==> src/rtl/stage_4_pkg.sv <==
// Shared constants for the memory-access stage: opcodes, LOAD/STORE func_3 codes,
// FSM state encoding and the register-writing opcode test.
package stage_4_pkg;

   localparam logic [6:0] OPC_OP    = 7'b0110011;
   localparam logic [6:0] OPC_OPIMM = 7'b0010011;
   localparam logic [6:0] OPC_JAL   = 7'b1101111;
   localparam logic [6:0] OPC_JALR  = 7'b1100111;
   localparam logic [6:0] OPC_LUI   = 7'b0110111;
   localparam logic [6:0] OPC_AUIPC = 7'b0010111;
   localparam logic [6:0] OPC_LOAD  = 7'b0000011;
   localparam logic [6:0] OPC_STORE = 7'b0100011;

   localparam logic [2:0] F3_LB  = 3'b000;
   localparam logic [2:0] F3_LH  = 3'b001;
   localparam logic [2:0] F3_LW  = 3'b010;
   localparam logic [2:0] F3_LBU = 3'b100;
   localparam logic [2:0] F3_LHU = 3'b101;
   localparam logic [2:0] F3_SB  = 3'b000;
   localparam logic [2:0] F3_SH  = 3'b001;
   localparam logic [2:0] F3_SW  = 3'b010;

   typedef enum logic [0:0] {
      ST_IDLE   = 1'b0,
      ST_ACCESS = 1'b1
   } state_e;

   function automatic logic writes_rd(input logic [6:0] opcode);
      return (opcode == OPC_OP)  || (opcode == OPC_OPIMM) || (opcode == OPC_JAL) ||
             (opcode == OPC_JALR) || (opcode == OPC_LUI)  || (opcode == OPC_AUIPC);
   endfunction

endpackage

==> src/rtl/stage_4_mem_align.sv <==
// Combinational byte-lane steering: store byte enables / replicated write data,
// load extraction with sign/zero extension, and alignment/func_3 fault detection.
module stage_4_mem_align
   import stage_4_pkg::*;
(
   input  logic [2:0]  func_3,
   input  logic        is_store,
   input  logic [1:0]  addr_lo,
   input  logic [31:0] store_data,
   input  logic [31:0] rdata,
   output logic [3:0]  mem_be,
   output logic [31:0] mem_wdata,
   output logic [31:0] load_data,
   output logic        fault
);

   logic [7:0]  byte_sel;
   logic [15:0] half_sel;
   logic        misaligned;
   logic        illegal;

   always_comb begin
      mem_be     = 4'b0000;
      mem_wdata  = store_data;
      misaligned = 1'b0;
      case (func_3[1:0])
         2'b00: begin
            mem_be    = 4'b0001 << addr_lo;
            mem_wdata = {4{store_data[7:0]}};
         end
         2'b01: begin
            mem_be     = 4'b0011 << addr_lo;
            mem_wdata  = {2{store_data[15:0]}};
            misaligned = addr_lo[0];
         end
         2'b10: begin
            mem_be     = 4'b1111;
            misaligned = (addr_lo != 2'b00);
         end
         default: begin
            mem_be = 4'b0000;
         end
      endcase
   end

   // Loads accept 000,001,010,100,101; stores only the three signed widths.
   assign illegal = (func_3[1:0] == 2'b11) || (func_3 == 3'b110) || (is_store && func_3[2]);
   assign fault   = illegal || misaligned;

   assign byte_sel = rdata[8*addr_lo +: 8];
   assign half_sel = addr_lo[1] ? rdata[31:16] : rdata[15:0];

   always_comb begin
      load_data = rdata;
      case (func_3)
         F3_LB:   load_data = {{24{byte_sel[7]}}, byte_sel};
         F3_LH:   load_data = {{16{half_sel[15]}}, half_sel};
         F3_LBU:  load_data = {24'h000000, byte_sel};
         F3_LHU:  load_data = {16'h0000, half_sel};
         default: load_data = rdata;
      endcase
   end

endmodule

==> src/rtl/stage_4.sv <==
// Memory-access pipeline stage: IDLE/ACCESS FSM that issues data-memory requests for
// LOAD/STORE, passes other results through, and registers the writeback bundle.
module stage_4
   import stage_4_pkg::*;
(
   input  logic        clk,
   input  logic        reset,
   input  logic        i_valid,
   input  logic [31:0] i_alu_out,
   input  logic [31:0] i_rs_2,
   input  logic [4:0]  i_rd_num,
   input  logic [6:0]  i_opcode,
   input  logic [2:0]  i_func_3,
   input  logic        i_op_type,
   output logic        stall,
   output logic        mem_req,
   output logic        mem_we,
   output logic [31:0] mem_addr,
   output logic [3:0]  mem_be,
   output logic [31:0] mem_wdata,
   input  logic        mem_ack,
   input  logic [31:0] mem_rdata,
   output logic        o_valid,
   output logic [4:0]  rd_num,
   output logic [31:0] wb_data,
   output logic        wb_en,
   output logic        mem_fault
);

   state_e      state_q, state_d;
   logic        mem_req_q, mem_req_d;
   logic        mem_we_q, mem_we_d;
   logic [31:0] mem_addr_q, mem_addr_d;
   logic [3:0]  mem_be_q, mem_be_d;
   logic [31:0] mem_wdata_q, mem_wdata_d;
   logic        o_valid_q, o_valid_d;
   logic [4:0]  rd_num_q, rd_num_d;
   logic [31:0] wb_data_q, wb_data_d;
   logic        wb_en_q, wb_en_d;
   logic        mem_fault_q, mem_fault_d;
   logic [2:0]  func3_q, func3_d;
   logic [1:0]  lane_q, lane_d;
   logic [4:0]  pend_rd_q, pend_rd_d;

   logic        in_store;
   logic [2:0]  al_func3;
   logic        al_store;
   logic [1:0]  al_lane;
   logic [3:0]  al_be;
   logic [31:0] al_wdata;
   logic [31:0] al_load;
   logic        al_fault;

   assign in_store = (i_opcode == OPC_STORE);

   // The aligner sees the incoming bundle while idle and the latched op during ACCESS.
   always_comb begin
      al_func3 = i_func_3;
      al_store = in_store;
      al_lane  = i_alu_out[1:0];
      if (state_q == ST_ACCESS) begin
         al_func3 = func3_q;
         al_store = mem_we_q;
         al_lane  = lane_q;
      end
   end

   stage_4_mem_align u_align (
      .func_3     (al_func3),
      .is_store   (al_store),
      .addr_lo    (al_lane),
      .store_data (i_rs_2),
      .rdata      (mem_rdata),
      .mem_be     (al_be),
      .mem_wdata  (al_wdata),
      .load_data  (al_load),
      .fault      (al_fault)
   );

   always_comb begin
      state_d     = state_q;
      mem_req_d   = mem_req_q;
      mem_we_d    = mem_we_q;
      mem_addr_d  = mem_addr_q;
      mem_be_d    = mem_be_q;
      mem_wdata_d = mem_wdata_q;
      rd_num_d    = rd_num_q;
      wb_data_d   = wb_data_q;
      func3_d     = func3_q;
      lane_d      = lane_q;
      pend_rd_d   = pend_rd_q;
      o_valid_d   = 1'b0;
      wb_en_d     = 1'b0;
      mem_fault_d = 1'b0;
      case (state_q)
         ST_IDLE: begin
            if (i_valid) begin
               rd_num_d = i_rd_num;
               if (!i_op_type) begin
                  o_valid_d = 1'b1;
                  wb_data_d = i_alu_out;
                  wb_en_d   = writes_rd(i_opcode) && (i_rd_num != 5'd0);
               end else if (al_fault) begin
                  o_valid_d   = 1'b1;
                  mem_fault_d = 1'b1;
                  wb_data_d   = 32'h0;
               end else begin
                  state_d     = ST_ACCESS;
                  mem_req_d   = 1'b1;
                  mem_we_d    = in_store;
                  mem_addr_d  = {i_alu_out[31:2], 2'b00};
                  mem_be_d    = in_store ? al_be : 4'b0000;
                  mem_wdata_d = in_store ? al_wdata : 32'h0;
                  func3_d     = i_func_3;
                  lane_d      = i_alu_out[1:0];
                  pend_rd_d   = i_rd_num;
               end
            end
         end
         ST_ACCESS: begin
            if (mem_ack) begin
               state_d   = ST_IDLE;
               mem_req_d = 1'b0;
               mem_we_d  = 1'b0;
               o_valid_d = 1'b1;
               rd_num_d  = pend_rd_q;
               wb_data_d = mem_we_q ? 32'h0 : al_load;
               wb_en_d   = !mem_we_q && (pend_rd_q != 5'd0);
            end
         end
         default: state_d = ST_IDLE;
      endcase
   end

   always_ff @(posedge clk) begin
      if (reset) begin
         state_q     <= ST_IDLE;
         mem_req_q   <= 1'b0;
         mem_we_q    <= 1'b0;
         mem_addr_q  <= 32'h0;
         mem_be_q    <= 4'b0000;
         mem_wdata_q <= 32'h0;
         o_valid_q   <= 1'b0;
         rd_num_q    <= 5'd0;
         wb_data_q   <= 32'h0;
         wb_en_q     <= 1'b0;
         mem_fault_q <= 1'b0;
         func3_q     <= 3'b000;
         lane_q      <= 2'b00;
         pend_rd_q   <= 5'd0;
      end else begin
         state_q     <= state_d;
         mem_req_q   <= mem_req_d;
         mem_we_q    <= mem_we_d;
         mem_addr_q  <= mem_addr_d;
         mem_be_q    <= mem_be_d;
         mem_wdata_q <= mem_wdata_d;
         o_valid_q   <= o_valid_d;
         rd_num_q    <= rd_num_d;
         wb_data_q   <= wb_data_d;
         wb_en_q     <= wb_en_d;
         mem_fault_q <= mem_fault_d;
         func3_q     <= func3_d;
         lane_q      <= lane_d;
         pend_rd_q   <= pend_rd_d;
      end
   end

   assign stall     = (state_q == ST_ACCESS);
   assign mem_req   = mem_req_q;
   assign mem_we    = mem_we_q;
   assign mem_addr  = mem_addr_q;
   assign mem_be    = mem_be_q;
   assign mem_wdata = mem_wdata_q;
   assign o_valid   = o_valid_q;
   assign rd_num    = rd_num_q;
   assign wb_data   = wb_data_q;
   assign wb_en     = wb_en_q;
   assign mem_fault = mem_fault_q;

endmodule

==> config.mk <==
export PLATFORM = sky130hd
export DESIGN_NAME = stage_4
export DESIGN_NICKNAME = d
export VERILOG_FILES = /design/src/rtl/stage_4_pkg.sv /design/src/rtl/stage_4_mem_align.sv /design/src/rtl/stage_4.sv
export SDC_FILE = /design/constraint.sdc
export NUM_CORES = 1
export LEC_CHECK = 0
export BUFFER_PORTS_ARGS = -buffer_cell sky130_fd_sc_hd__clkbuf_2
export CORE_MARGIN = 5
export CORE_UTILIZATION = 51
export DETAILED_ROUTE_END_ITERATION = 10
export PLACE_DENSITY = 0.81
export SYNTH_ARGS = -nofsm -noshare
export SYNTH_HDL_FRONTEND = slang
export SYNTH_HIERARCHICAL = 1
export SYNTH_SLANG_ARGS = --single-unit
==> constraint.sdc <==
create_clock -name clk -period 3.8 [get_ports clk]
set_input_delay 0.19 -clock clk [delete_from_list [all_inputs] [get_ports clk]]
set_output_delay 0.19 -clock clk [all_outputs]
set_load 0.05 [all_outputs]
==> results of run 1 <==
==> cells in the final DEF, fill, tap and decap left out, types with 18 or more instances in the layout <==
cell	instances
clkbuf_2	223
nand2_1	177
dfxtp_1	118
a21oi_1	109
a211oi_1	46
nand4_1	37
nor3b_1	32
a211oi_2	30
nand3_1	28
dlygate4sd3_1	20
o21ai_0	18
buf_4	18
==> per-stage QoR <==
step                      worst slack (ns)  utilization  power (mW)  area, µm²
after detailed placement             0.509        0.597        2.32       7470
after floorplan                      0.435            -        2.08       6490
after global routing                 0.209        0.664        4.21       8310
final                                0.317        0.664        4.07       8310
after CTS                            0.463        0.664        4.07       8310
after global placement               0.607        0.597        2.31       7470
==> metal layers <==
layer,track usage,vias to the layer above,part of all wire
met3,0.0959,58,0.11
met2,0.433,416,0.45
li1,-,3296,-
met5,0,-,0
met1,0.382,3264,0.41
met4,0.117,0,0.029
==> logic make-up after synthesis <==
kind of cell    synth area share
flops                      0.367
simple gates               0.228
other cells             0.000578
mux                       0.0369
compound gates             0.275
buf+inv                   0.0847
fa+ha+maj                0.00772
==> timing repair <==
action,4_1_cts,5_1_grt
hold buffers,20,0
resized for setup,0,0
endpoints found under the hold margin,20,0
==> final timing paths <==
path	startpoint	end	slack [ns]	depth (start not counted)
worst max register to register	stall	wb_data[10]	0.32	9
worst min-delay path	i_alu_out[9]	mem_addr[9]	0.007	3
worst max-delay path	stall	wb_data[10]	0.32	9
worst min register to register	mem_be[2]	mem_be[2]	0.45	2
==> cell type report <==
cell class	instances	area, µm²
clock buffers	20	467
clock inverters	12	174
fillers	1071	4210
inverters	3	11.3
multi-input cells	588	3590
flip-flops and latches	119	2380
well taps	172	215
repair buffers	262	1470
==> cells in the mapped netlist (2+ instances only) <==
| library cell | number | area share |
|---|---|---|
| dfxtp_1 | 119 | 0.37 |
| nand4_1 | 37 | 0.036 |
| inv_1 | 2 | 0.0012 |
| mux2_2 | 7 | 0.012 |
| nor3b_1 | 32 | 0.037 |
| and2_1 | 2 | 0.0019 |
| a2bb2oi_1 | 2 | 0.0027 |
| nand3_1 | 28 | 0.022 |
| or4_1 | 2 | 0.0023 |
| ha_1 | 4 | 0.0077 |
| a21oi_1 | 109 | 0.084 |
| a22oi_1 | 17 | 0.020 |
| nor2_1 | 12 | 0.0069 |
| o21ai_0 | 18 | 0.014 |
| a211o_1 | 8 | 0.011 |
| a21o_1 | 2 | 0.0023 |
| clkbuf_1 | 25 | 0.014 |
| mux2i_1 | 13 | 0.020 |
| and4b_1 | 3 | 0.0046 |
| a211oi_2 | 30 | 0.058 |
| o31ai_1 | 2 | 0.0023 |
| a22o_1 | 8 | 0.011 |
| nor2b_1 | 3 | 0.0029 |
| buf_2 | 46 | 0.036 |
| nand2b_1 | 5 | 0.0048 |
| buf_6 | 8 | 0.014 |
| a311oi_1 | 7 | 0.0095 |
| a211oi_1 | 46 | 0.053 |
| o21ai_1 | 2 | 0.0015 |
| nand2_1 | 177 | 0.10 |
| buf_4 | 16 | 0.019 |
| mux2_4 | 2 | 0.0046 |
==> registers in the layout (all words and copies together) (netlist names) <==
register and count:
o_valid 1, stall 1, mem_we 1, lane_q 2, wb_data 32, mem_be 4, mem_req 1, pend_rd_q 5
mem_wdata 32, mem_addr 30, mem_fault 1, func3_q 3, rd_num 5, wb_en 1
==> worst max-delay path, stage by stage (launching register included) <==
cell	delay (ns)
dfxtp_2	0.35
buf_4	0.48
nand2b_1	0.20
nand2_1	0.13
buf_4	0.23
mux2_2	0.25
nand4_1	0.91
nand3_1	0.41
a21oi_1	0.13
a211oi_1	0.28
==> power groups by stage <==
stage                     Clock, mW  Combinational, mW  Sequential [mW]
after floorplan                   0              0.482             1.60
after global placement            0              0.923             1.38
after detailed placement          0              0.933             1.38
after CTS                      1.76              0.956             1.36
after global routing           1.81               1.03             1.37
final                          1.74              0.971             1.36
==> results.ini, run 1 <==
[outcome]
status = complete, no violations

[floorplanning]
core_area_um2 = 12500
fp.dieW_um = 123
rows = 41
start_util = 0.518
die-area_um2 = 15100
fp.dieH_um = 123
ios = 227

[synth]
syn_avg_cell_area_um2 = 8.05
syn_area_um2 = 6480
syn_inst = 805
ys_ff_latch = 119
synth-warning-count = 6
synth_ff_type = dfxtp_1
synthDistinctLibCells = 43
yosysSeqAreaShare = 0.367
synth-edff-count = 0
synthArstFlopShare = 0

[timing]
rsz0062_at_grt = no
hold_viol = 0
holdWs_ns = 0.00682
fin_worst_skew_ns = 0.00763
finalCritPeriodShare = 0.917
fmax_ghz = 0.287
relSlewSlack = 0.210
fin_setup_tns_ns = 0
maxSlewViolCount = 0
min_period_ns = 3.48
setup_viol_count_final = 0
worst_pin_slew_ns = 1.18

[placement]
place_congestion = 1.00
port_buffers = 224
hpwl_um = 14900
post-place-cells = 1124

[clock_tree]
post_cts_buffers = 0
path_clk_slew_ns = 0.06
worstSkewPairLatency_ns = 0.43
cts_sinks = 119
cts_root_buf = clkbuf_16
cts_buffers = 17
cts_max_level = 4
cts_tree = yes
clockBufferDepth = 2

[pwr]
p_switching_mw = 1.31
leakage_nw = 3.48
clock_power_share = 0.428
internal_power_mw = 2.76
comb_power_share = 0.238
power.density_nw_per_um2 = 490
p_seq_frac = 0.334
ir_drop_mv = 0.314
swShare = 0.322

[routing]
drtIter0Drc = 718
route.detailed.drc = 0
wl_per_cell_um = 18.9
ant_nets = 0
viasPerCell = 5.98
dr.pass1.iters = 5
routed_wl_um = 22300
via_count = 7034

[grt]
antenna_found_initial = 0
first_global_vias = 6384
grt_pass1_wl_um = 34100
grtUsageTotal = 0.289
grt_max_degree = 73
grt-ovfl-total = 0

[final_layout]
n_antenna_cell = 0
final_nets = 1111
layout-drive-gt1-share = 0.320
stdcell_count = 1176
syn2layout_area_growth_pct = 28.2

[worst_setup_path]
crit_path_max_fanout = 51
cp.arrival_ns = 3.82
critPathRequiredTime_ns = 4.13
cp-start-kind = flip-flop
worstSetupPathType = reg2reg
end_kind = flip-flop

[run]
maxCapViolCount = 0

[hold_path]
hold_path.class = in2reg

Power figures use the tool's default switching activity.
==> run 2: changes to the inputs <==
- RECOVER_POWER: unset -> 25
==> run 2 against run 1 <==
Against the previous run:
- clock-buffer cell count unchanged
- setup slack better by 0.030 ns
- final area down 0.86%
- largest power group unchanged
- highest routed layer unchanged
- critical endpoint unchanged
- flip-flop and latch count unchanged
- clock skew up 0.0052 ns
==> results.ini, run 2 (synthesis results as in run 1) <==
[grt]
grt_pass1_wl_um = 34100
grt-ovfl-total = 0
grt.met3_usage = 0.0959
use_met2 = 0.433
top_usage_layer = met2
grt_max_degree = 73
first_global_vias = 6384
antenna_found_initial = 0
met1_usage = 0.382
grtUsageTotal = 0.289

[worst_setup_path]
end_kind = flip-flop
cp-start-kind = flip-flop
ff2ff_path_depth = 9
cp.arrival_ns = 3.79
worstSetupPathType = reg2reg
critPathRequiredTime_ns = 4.14
crit_path_max_fanout = 51

[placement]
hpwl_um = 14900
port_buffers = 224
dpl_cell_area_um2 = 7470
place_congestion = 1.00
pre_cts_ws_ns = 0.509

[timing]
timing.final.ws_setup_ns = 0.347
worst_pin_slew_ns = 1.16
maxSlewViolCount = 0
setup_viol_count_final = 0
min_period_ns = 3.45
fin_setup_tns_ns = 0
finalCritPeriodShare = 0.909
rsz0062_at_grt = no
hold_viol = 0
relSlewSlack = 0.222
fmax_ghz = 0.290
fin_worst_skew_ns = 0.0129

[floorplanning]
core_area_um2 = 12500
start_util = 0.518
rows = 41
die-area_um2 = 15100
fp.dieH_um = 123
fp.dieW_um = 123
ios = 227

[clock_tree]
worstSkewPairLatency_ns = 0.43
cts_sinks = 119
cts_tree = yes
cts_buffers = 17
cts_hold_buffers = 20
cts_max_level = 4
cts_resized = 0
post_cts_buffers = 0
clockBufferDepth = 2
cts_root_buf = clkbuf_16
path_clk_slew_ns = 0.06

[routing]
viasPerCell = 5.99
via_count = 7048
routed_wl_um = 22200
wl_per_cell_um = 18.9
dr.pass1.iters = 8
ant_nets = 0
route.detailed.drc = 0
drtIter0Drc = 779

[outcome]
status = complete, no violations

[final_layout]
fill_cells = 1108
final_cell_mix = nand2_1, clkbuf_2, dfxtp_1
syn2layout_area_growth_pct = 27.1
layout_commonest_cell = nand2_1
finish.instance_area_um2 = 8240
final_nets = 1111
n_antenna_cell = 0
layout-drive-gt1-share = 0.263

[run]
maxCapViolCount = 0

[pwr]
leakage_nw = 3.28
finalPower_mw = 4.06
power.density_nw_per_um2 = 493
ir_drop_mv = 0.311

[hold_path]
holdPathStages = 3
hold_path.class = in2reg

run 2: cell types whose count changed in the layout (fill, tap and decap cells not counted):
cell,delta
clkbuf_1,+57
clkbuf_2,-57
run 2: final timing paths:
kind                start  slack, ns           to
min reg2reg     mem_be[2]       0.45    mem_be[2]
min          i_alu_out[9]      0.008  mem_addr[9]
max                 stall       0.35  wb_data[10]
max reg2reg         stall       0.35  wb_data[10]
run 2: metrics by stage:
stage | utilization | std cells | hold slack, ns
after CTS | 0.664 | 1176 | 0.000754
after global routing | 0.658 | 1176 | 0.0109
after floorplan | - | 806 | 0.326
after detailed placement | 0.597 | 1124 | 0.433
after global placement | 0.597 | 1124 | 0.427
final | 0.658 | 1176 | 0.00768
run 2: critical path: stages, from the launching register on:
cell and delay [ns]:
dfxtp_2 0.35, buf_4 0.47, nand2b_1 0.20, nand2_1 0.13, buf_4 0.23, mux2_2 0.25
nand4_1 0.90, nand3_1 0.41, a21oi_1 0.13, a211oi_1 0.28
run 2: area by class of cell:
cell class / count / area [µm²] / area share
tap: 172 / 215 / 0.0261
clock inverter: 12 / 174 / 0.0211
sequential: 119 / 2380 / 0.289
clock buffer: 20 / 467 / 0.0566
timing repair buffer: 262 / 1400 / 0.170
inverter: 3 / 11.3 / 0.00137
multi-input combinational: 588 / 3590 / 0.436
run 2: power breakdown:
group / internal, mW / total, mW / leakage, nW / switching (mW)
Combinational: 0.295 / 0.966 / 2.01 / 0.670
Clock: 1.14 / 1.74 / 0.304 / 0.591
Sequential: 1.32 / 1.36 / 0.970 / 0.0414
run 2: layer usage:
| layer | share of wire | up-vias |
|---|---|---|
| met2 | 0.45 | 418 |
| met5 | 0 | - |
| met1 | 0.41 | 3290 |
| met4 | 0.030 | 0 |
| li1 | - | 3284 |
| met3 | 0.11 | 56 |
